`config.mk`:
```
export PLATFORM = sky130hd
export DESIGN_NAME = therm_sample_ctrl_flat
export DESIGN_NICKNAME = d
export VERILOG_FILES = /design/src/rtl/therm_sample_ctrl_if.sv /design/src/rtl/therm_sample_ctrl.sv /design/src/flat_wrapper.sv
export SDC_FILE = /design/constraint.sdc
export NUM_CORES = 1
export LEC_CHECK = 0
export ABC_AREA = 1
export CAP_MARGIN = 20
export CORE_UTILIZATION = 45
export CTS_CLUSTER_DIAMETER = 50
export DETAILED_ROUTE_END_ITERATION = 6
export GPL_ROUTABILITY_DRIVEN = 0
export PLACE_DENSITY = 0.75
export SYNTH_ARGS = -nofsm -noshare
export SYNTH_HDL_FRONTEND = slang
export SYNTH_SLANG_ARGS = --single-unit
```
`constraint.sdc`:
```
create_clock -name clk -period 1.85 [get_ports clk]
set_input_delay 0.185 -clock clk [delete_from_list [all_inputs] [get_ports clk]]
set_output_delay 0.185 -clock clk [all_outputs]
set_load 0.05 [all_outputs]
```
`src/rtl/therm_sample_ctrl_if.sv`:
```
// rtl/therm_sample_ctrl_if.sv - ADC and converter handshake bundle for therm_sample_ctrl
interface therm_sample_ctrl_if;
  logic       adc_start;
  logic       adc_done;
  logic [7:0] adc_data;
  logic [7:0] v_therm;
  logic [7:0] temp_therm;

  modport master (
    output adc_start,
    input  adc_done,
    input  adc_data,
    output v_therm,
    input  temp_therm
  );

  modport slave (
    input  adc_start,
    output adc_done,
    output adc_data,
    input  v_therm,
    output temp_therm
  );
endinterface

```
`src/rtl/therm_sample_ctrl.sv`:
```
// rtl/therm_sample_ctrl.sv - periodic ADC burst averager feeding the thermistor converter; optional THERM_ALARM_EN hysteresis alarm
module therm_sample_ctrl #(
  parameter int SAMPLE_PERIOD = 1000,
  parameter int AVG_LOG2      = 2,
  parameter int CONV_LAT      = 1,
  parameter int ADC_TIMEOUT   = 255
) (
  input  logic                clk,
  input  logic                rst,
  input  logic                enable,
  therm_sample_ctrl_if.master adc_if,
  output logic [7:0]          temp_out,
  output logic                temp_valid,
  output logic                busy,
  output logic                adc_err,
  output logic                overrun
`ifdef THERM_ALARM_EN
  ,
  input  logic [7:0]          alarm_hi,
  input  logic [7:0]          alarm_lo,
  output logic                alarm
`endif
);
  localparam int TMR_W = $clog2(SAMPLE_PERIOD);
  localparam int TO_W  = $clog2(ADC_TIMEOUT + 1);
  localparam int CL_W  = $clog2(CONV_LAT + 1);
  localparam int ACC_W = 8 + AVG_LOG2;
  localparam int CNT_W = AVG_LOG2 + 1;

  localparam logic [TMR_W-1:0] TMR_LAST  = TMR_W'(SAMPLE_PERIOD - 1);
  localparam logic [TO_W-1:0]  TO_LAST   = TO_W'(ADC_TIMEOUT - 1);
  localparam logic [CL_W-1:0]  CONV_LAST = CL_W'(CONV_LAT - 1);
  localparam logic [CNT_W-1:0] SMP_LAST  = CNT_W'((1 << AVG_LOG2) - 1);

  typedef enum logic [2:0] {
    S_IDLE,
    S_START,
    S_WAIT_ADC,
    S_CONVERT,
    S_CAPTURE
  } state_t;

  state_t           state;
  state_t           state_nxt;
  logic [TMR_W-1:0] tmr;
  logic [TO_W-1:0]  to_cnt;
  logic [CL_W-1:0]  conv_cnt;
  logic [CNT_W-1:0] smp_cnt;
  logic [ACC_W-1:0] acc;
  logic [ACC_W-1:0] sum_nxt;
  logic [7:0]       v_therm_q;
  logic             tick;
  logic             last_sample;
  logic             timeout;
  logic             conv_done;
  logic             adc_start_c;
  logic             busy_c;

  // Burst-start timer: free-runs while enabled, parked at zero otherwise
  always_ff @(posedge clk) begin
    if (rst || !enable) begin
      tmr <= '0;
    end else if (tmr == TMR_LAST) begin
      tmr <= '0;
    end else begin
      tmr <= tmr + 1'b1;
    end
  end

  assign tick        = enable && (tmr == TMR_LAST);
  assign sum_nxt     = acc + ACC_W'(adc_if.adc_data);
  assign last_sample = (smp_cnt == SMP_LAST);
  assign timeout     = (to_cnt == TO_LAST);
  assign conv_done   = (conv_cnt == CONV_LAST);

  // State register
  always_ff @(posedge clk) begin
    if (rst) begin
      state <= S_IDLE;
    end else begin
      state <= state_nxt;
    end
  end

  // Next-state: adc_done is tested before timeout so a coincident answer is kept
  always_comb begin
    state_nxt = state;
    case (state)
      S_IDLE: begin
        if (tick) state_nxt = S_START;
      end
      S_START: begin
        state_nxt = S_WAIT_ADC;
      end
      S_WAIT_ADC: begin
        if (adc_if.adc_done) begin
          state_nxt = last_sample ? S_CONVERT : S_START;
        end else if (timeout) begin
          state_nxt = S_IDLE;
        end
      end
      S_CONVERT: begin
        if (conv_done) state_nxt = S_CAPTURE;
      end
      S_CAPTURE: begin
        state_nxt = S_IDLE;
      end
      default: begin
        state_nxt = S_IDLE;
      end
    endcase
  end

  // Moore outputs decoded from the current state
  always_comb begin
    adc_start_c = 1'b0;
    busy_c      = 1'b1;
    case (state)
      S_IDLE:  busy_c      = 1'b0;
      S_START: adc_start_c = 1'b1;
      default: ;
    endcase
  end

  assign adc_if.adc_start = adc_start_c;
  assign adc_if.v_therm   = v_therm_q;
  assign busy             = busy_c;

  // Datapath: accumulate samples, publish the average, capture the converter result
  always_ff @(posedge clk) begin
    if (rst) begin
      acc        <= '0;
      smp_cnt    <= '0;
      to_cnt     <= '0;
      conv_cnt   <= '0;
      v_therm_q  <= '0;
      temp_out   <= '0;
      temp_valid <= 1'b0;
      adc_err    <= 1'b0;
      overrun    <= 1'b0;
    end else begin
      temp_valid <= 1'b0;
      if (tick && busy_c) overrun <= 1'b1;
      case (state)
        S_IDLE: begin
          if (tick) begin
            acc     <= '0;
            smp_cnt <= '0;
          end
        end
        S_START: begin
          to_cnt <= '0;
        end
        S_WAIT_ADC: begin
          if (adc_if.adc_done) begin
            acc      <= sum_nxt;
            smp_cnt  <= smp_cnt + 1'b1;
            conv_cnt <= '0;
            // Average is ready for the converter from the first CONVERT cycle on
            if (last_sample) v_therm_q <= sum_nxt[ACC_W-1:AVG_LOG2];
          end else begin
            to_cnt <= to_cnt + 1'b1;
            if (timeout) adc_err <= 1'b1;
          end
        end
        S_CONVERT: begin
          conv_cnt <= conv_cnt + 1'b1;
        end
        S_CAPTURE: begin
          temp_out   <= adc_if.temp_therm;
          temp_valid <= 1'b1;
        end
        default: ;
      endcase
    end
  end

`ifdef THERM_ALARM_EN
  // Hysteresis alarm, evaluated only on capture; set wins when thresholds overlap
  always_ff @(posedge clk) begin
    if (rst) begin
      alarm <= 1'b0;
    end else if (state == S_CAPTURE) begin
      if (adc_if.temp_therm >= alarm_hi) begin
        alarm <= 1'b1;
      end else if (adc_if.temp_therm <= alarm_lo) begin
        alarm <= 1'b0;
      end
    end
  end
`endif

endmodule

```
`src/flat_wrapper.sv`:
```
// flat-port wrapper written by rule: the top's interface ports become plain ports
module therm_sample_ctrl_flat 
#(
  parameter int SAMPLE_PERIOD = 1000,
  parameter int AVG_LOG2      = 2,
  parameter int CONV_LAT      = 1,
  parameter int ADC_TIMEOUT   = 255
)
  (clk, rst, enable, temp_out, temp_valid, busy, adc_err, overrun, adc_if_adc_start, adc_if_adc_done, adc_if_adc_data, adc_if_v_therm, adc_if_temp_therm);
  therm_sample_ctrl_if adc_if_i ();
  input  logic clk;
  input  logic rst;
  input  logic enable;
  output logic [7:0] temp_out;
  output logic temp_valid;
  output logic busy;
  output logic adc_err;
  output logic overrun;
  output wire logic [$bits(adc_if_i.adc_start)-1:0] adc_if_adc_start;
  input wire logic [$bits(adc_if_i.adc_done)-1:0] adc_if_adc_done;
  input wire logic [$bits(adc_if_i.adc_data)-1:0] adc_if_adc_data;
  output wire logic [$bits(adc_if_i.v_therm)-1:0] adc_if_v_therm;
  input wire logic [$bits(adc_if_i.temp_therm)-1:0] adc_if_temp_therm;
  assign adc_if_adc_start = adc_if_i.adc_start;
  assign adc_if_i.adc_done = adc_if_adc_done;
  assign adc_if_i.adc_data = adc_if_adc_data;
  assign adc_if_v_therm = adc_if_i.v_therm;
  assign adc_if_i.temp_therm = adc_if_temp_therm;
  therm_sample_ctrl #(.SAMPLE_PERIOD(SAMPLE_PERIOD), .AVG_LOG2(AVG_LOG2), .CONV_LAT(CONV_LAT), .ADC_TIMEOUT(ADC_TIMEOUT)) u_core (.clk(clk), .rst(rst), .enable(enable), .adc_if(adc_if_i), .temp_out(temp_out), .temp_valid(temp_valid), .busy(busy), .adc_err(adc_err), .overrun(overrun));
endmodule
```
==> impl_metrics.yaml <==
clocking:
  ctsLongestPathBuffers: 2
  numClockSinks: 54
  cts_tree: "done"
  cts_max_level: 2
  root_buffer: "clkbuf_8"
  cts_hold_buf: 0
  path_clk_slew_ns: 0.10
  clk_latency_ns: 0.31
  cts_buffers: 5
  cts_resized: 0
  cts_post_setup_buffers_inserted: 0
grt:
  grt_max_degree: 25
  grtUsageTotal_pct: 20.7
  grt_pass1_wl_um: 10400
  overflow: 0
  grt_pass1_vias: 2379
  antenna_found_initial: 0
final_layout:
  antenna_cells: 0
  final_core_util_pct: 58.9
  final.fill_count: 548
  fin_area_mm2: 0.00330
  finalNetCount: 454
  area_growth_pct: 23.6
  fin_cells: 493
  drive_gt1_share_pct: 9.98
logic_synthesis:
  synth.avg_cell_area_um2: 7.24
  syn_inst: 369
  synth_edf_count: 0
  syn_area_mm2: 0.00267
  synth_largest_area_cell: "dfxtp_1"
  synth_top_flop_cell: "dfxtp_1"
  synth_most_common_cell: "nand2_1"
  synth.area.top_cells: "dfxtp_1, nand2_1, nor2_1"
  ys_async_sr_fraction_pct: 0
  yosysTopAreaCellShare_pct: 40.4
  yosysSeqAreaShare_pct: 40.4
  yosysWarningCount: 0
  synth_cell_type_count: 35
  synth_nets: 403
  yosys-top-cells-count: "nand2_1, dfxtp_1, nor2_1"
  synth_seq_cells: 54
worst_setup_path:
  startpoint_type: "flip-flop"
  required_ns: 1.66
  worst-path-max-fanout: 2
  cp_top_family: "buffers and inverters"
  cpPeakStageDelay_ns: 0.82
  crit_chain: "clkdlybuf4s50_1"
  crit_buf_inv: 1
  endpoint_kind: "primary output"
  critical_path_class: "flip-flop to primary output"
  arrival_ns: 1.48
  cp_slowest_cell: "clkdlybuf4s50_1"
power:
  power.leakage_nw: 1.50
  irDropWorstVdd_uv: 440
  p_per_area_mw_per_mm2: 604
run:
  drv_cap: 0
sta:
  skew_ns: 0.00798
  finalHoldViolCount: 0
  timing.fmax_ghz: 0.600
  rsz0062_at_grt: "false"
  fin_crit_sh_pct: 90.1
  max_slew_margin_pct: 65.2
  setup_viol: 0
  slew_violations: 0
  tightestPinTransition_ns: 0.520
  min_period_ns: 1.67
floorplan:
  num_rows: 27
  die_x_um: 79.1
  io_pins: 41
  die_h_um: 79.1
  dieArea_mm2: 0.00625
  core_area_mm2: 0.00561
  start_util_pct: 47.7
routing:
  post_drt_wl_per_cell_um: 11.9
  antenna_left: 0
  drtIter0Drc: 112
  drcViolationCount: 0
  vias: 2481
  routed_via_density: 5.03
  drt_wl_total_um: 5870
  drt-pass1-iter-count: 4
worst_hold_path:
  hp-class: "input port to flip-flop"
place:
  dp_cells: 485
  dp.final_hpwl_um: 4350
  io_buffer_count: 40
  place_area_mm2: 0.00320
run_status:
  status: "completed"
## cells by family after synthesis
| kind of cell | Yosys count | synth area share [%] |
|---|---|---|
| AOI/OAI and AO/OA | 59 | 12.1 |
| xor gates and xnor gates | 4 | 1.31 |
| adders and majority gates | 14 | 6.84 |
| buffers and inverters | 57 | 8.57 |
| DFF | 54 | 40.4 |
| and+or+nand+nor | 181 | 30.7 |
## sequential cells by signal (all words and copies together), names as in the netlist
register and count:
u_core.acc 10, u_core.tmr 10, u_core.adc_if.v_therm 8, u_core.temp_out 8, u_core.to_cnt 8, u_core.smp_cnt 3
u_core.state 3, u_core.adc_err 1, u_core.conv_cnt 1, u_core.overrun 1, u_core.temp_valid 1
## final timing paths
path	start	end	slack, ns	cells past startpoint
worst max register to register	u_core.acc[0]	u_core.adc_if.v_therm[4]	0.20	10
worst min register to register	u_core.conv_cnt	u_core.state[2]	0.46	1
worst max-delay path	u_core.temp_out[4]	temp_out[4]	0.18	1
worst min-delay path	adc_if_temp_therm[1]	u_core.temp_out[1]	0.44	3
## metal layers
layer	track usage, %	share of wire [%]	vias to the layer above
li1	-	-	1297
met1	25.4	45	1131
met2	35.4	48	47
met3	5.52	6.0	6
met4	5.82	1.0	0
met5	0	0	-
## placed cells by master (no fill, tap or decap), types with 8 or more instances in the layout
master and n:
nand3_1 29, nand4_1 8, dfxtp_1 54, buf_4 14, o21ai_0 21, ha_1 13
nor2_1 52, a21oi_1 28, clkdlybuf4s50_1 38, nand2_1 67, inv_1 42
## metrics by stage
step / setup WS [ns] / hold slack (ns) / total power (W) / setup TNS, ns
after global placement: -0.0609 / 0.431 / 0.00130 / -0.168
final: 0.183 / 0.442 / 0.00200 / 0
after detailed placement: -0.0907 / 0.445 / 0.00130 / -0.337
after CTS: 0.174 / 0.448 / 0.00201 / 0
after global routing: 0.0790 / 0.458 / 0.00208 / 0
after floorplan: 0.322 / 0.320 / 0.00124 / 0
## power by group
part           internal [W]  switching, W  total [W]
Sequential          0.00116    0.00000142    0.00117
Combinational     0.0000581     0.0000520   0.000110
Clock              0.000309      0.000412   0.000721
## cell type report
type | count | area, um2 | share of cell area, %
multi-input cells | 258 | 1360 | 41.2
flip-flops and latches | 54 | 1080 | 32.7
repair buffers | 52 | 485 | 14.7
inverters | 49 | 185 | 5.60
well taps | 72 | 90.1 | 2.73
clock buffers | 6 | 82.6 | 2.50
clock inverters | 2 | 17.5 | 0.530
## worst min-delay path, delay by kind of cell
kind / cells / cell delay (ns)
buffers and inverters: 1 / 0.39
and+or+nand+nor: 2 / 0.15
(Power assumes the default switching activity.)
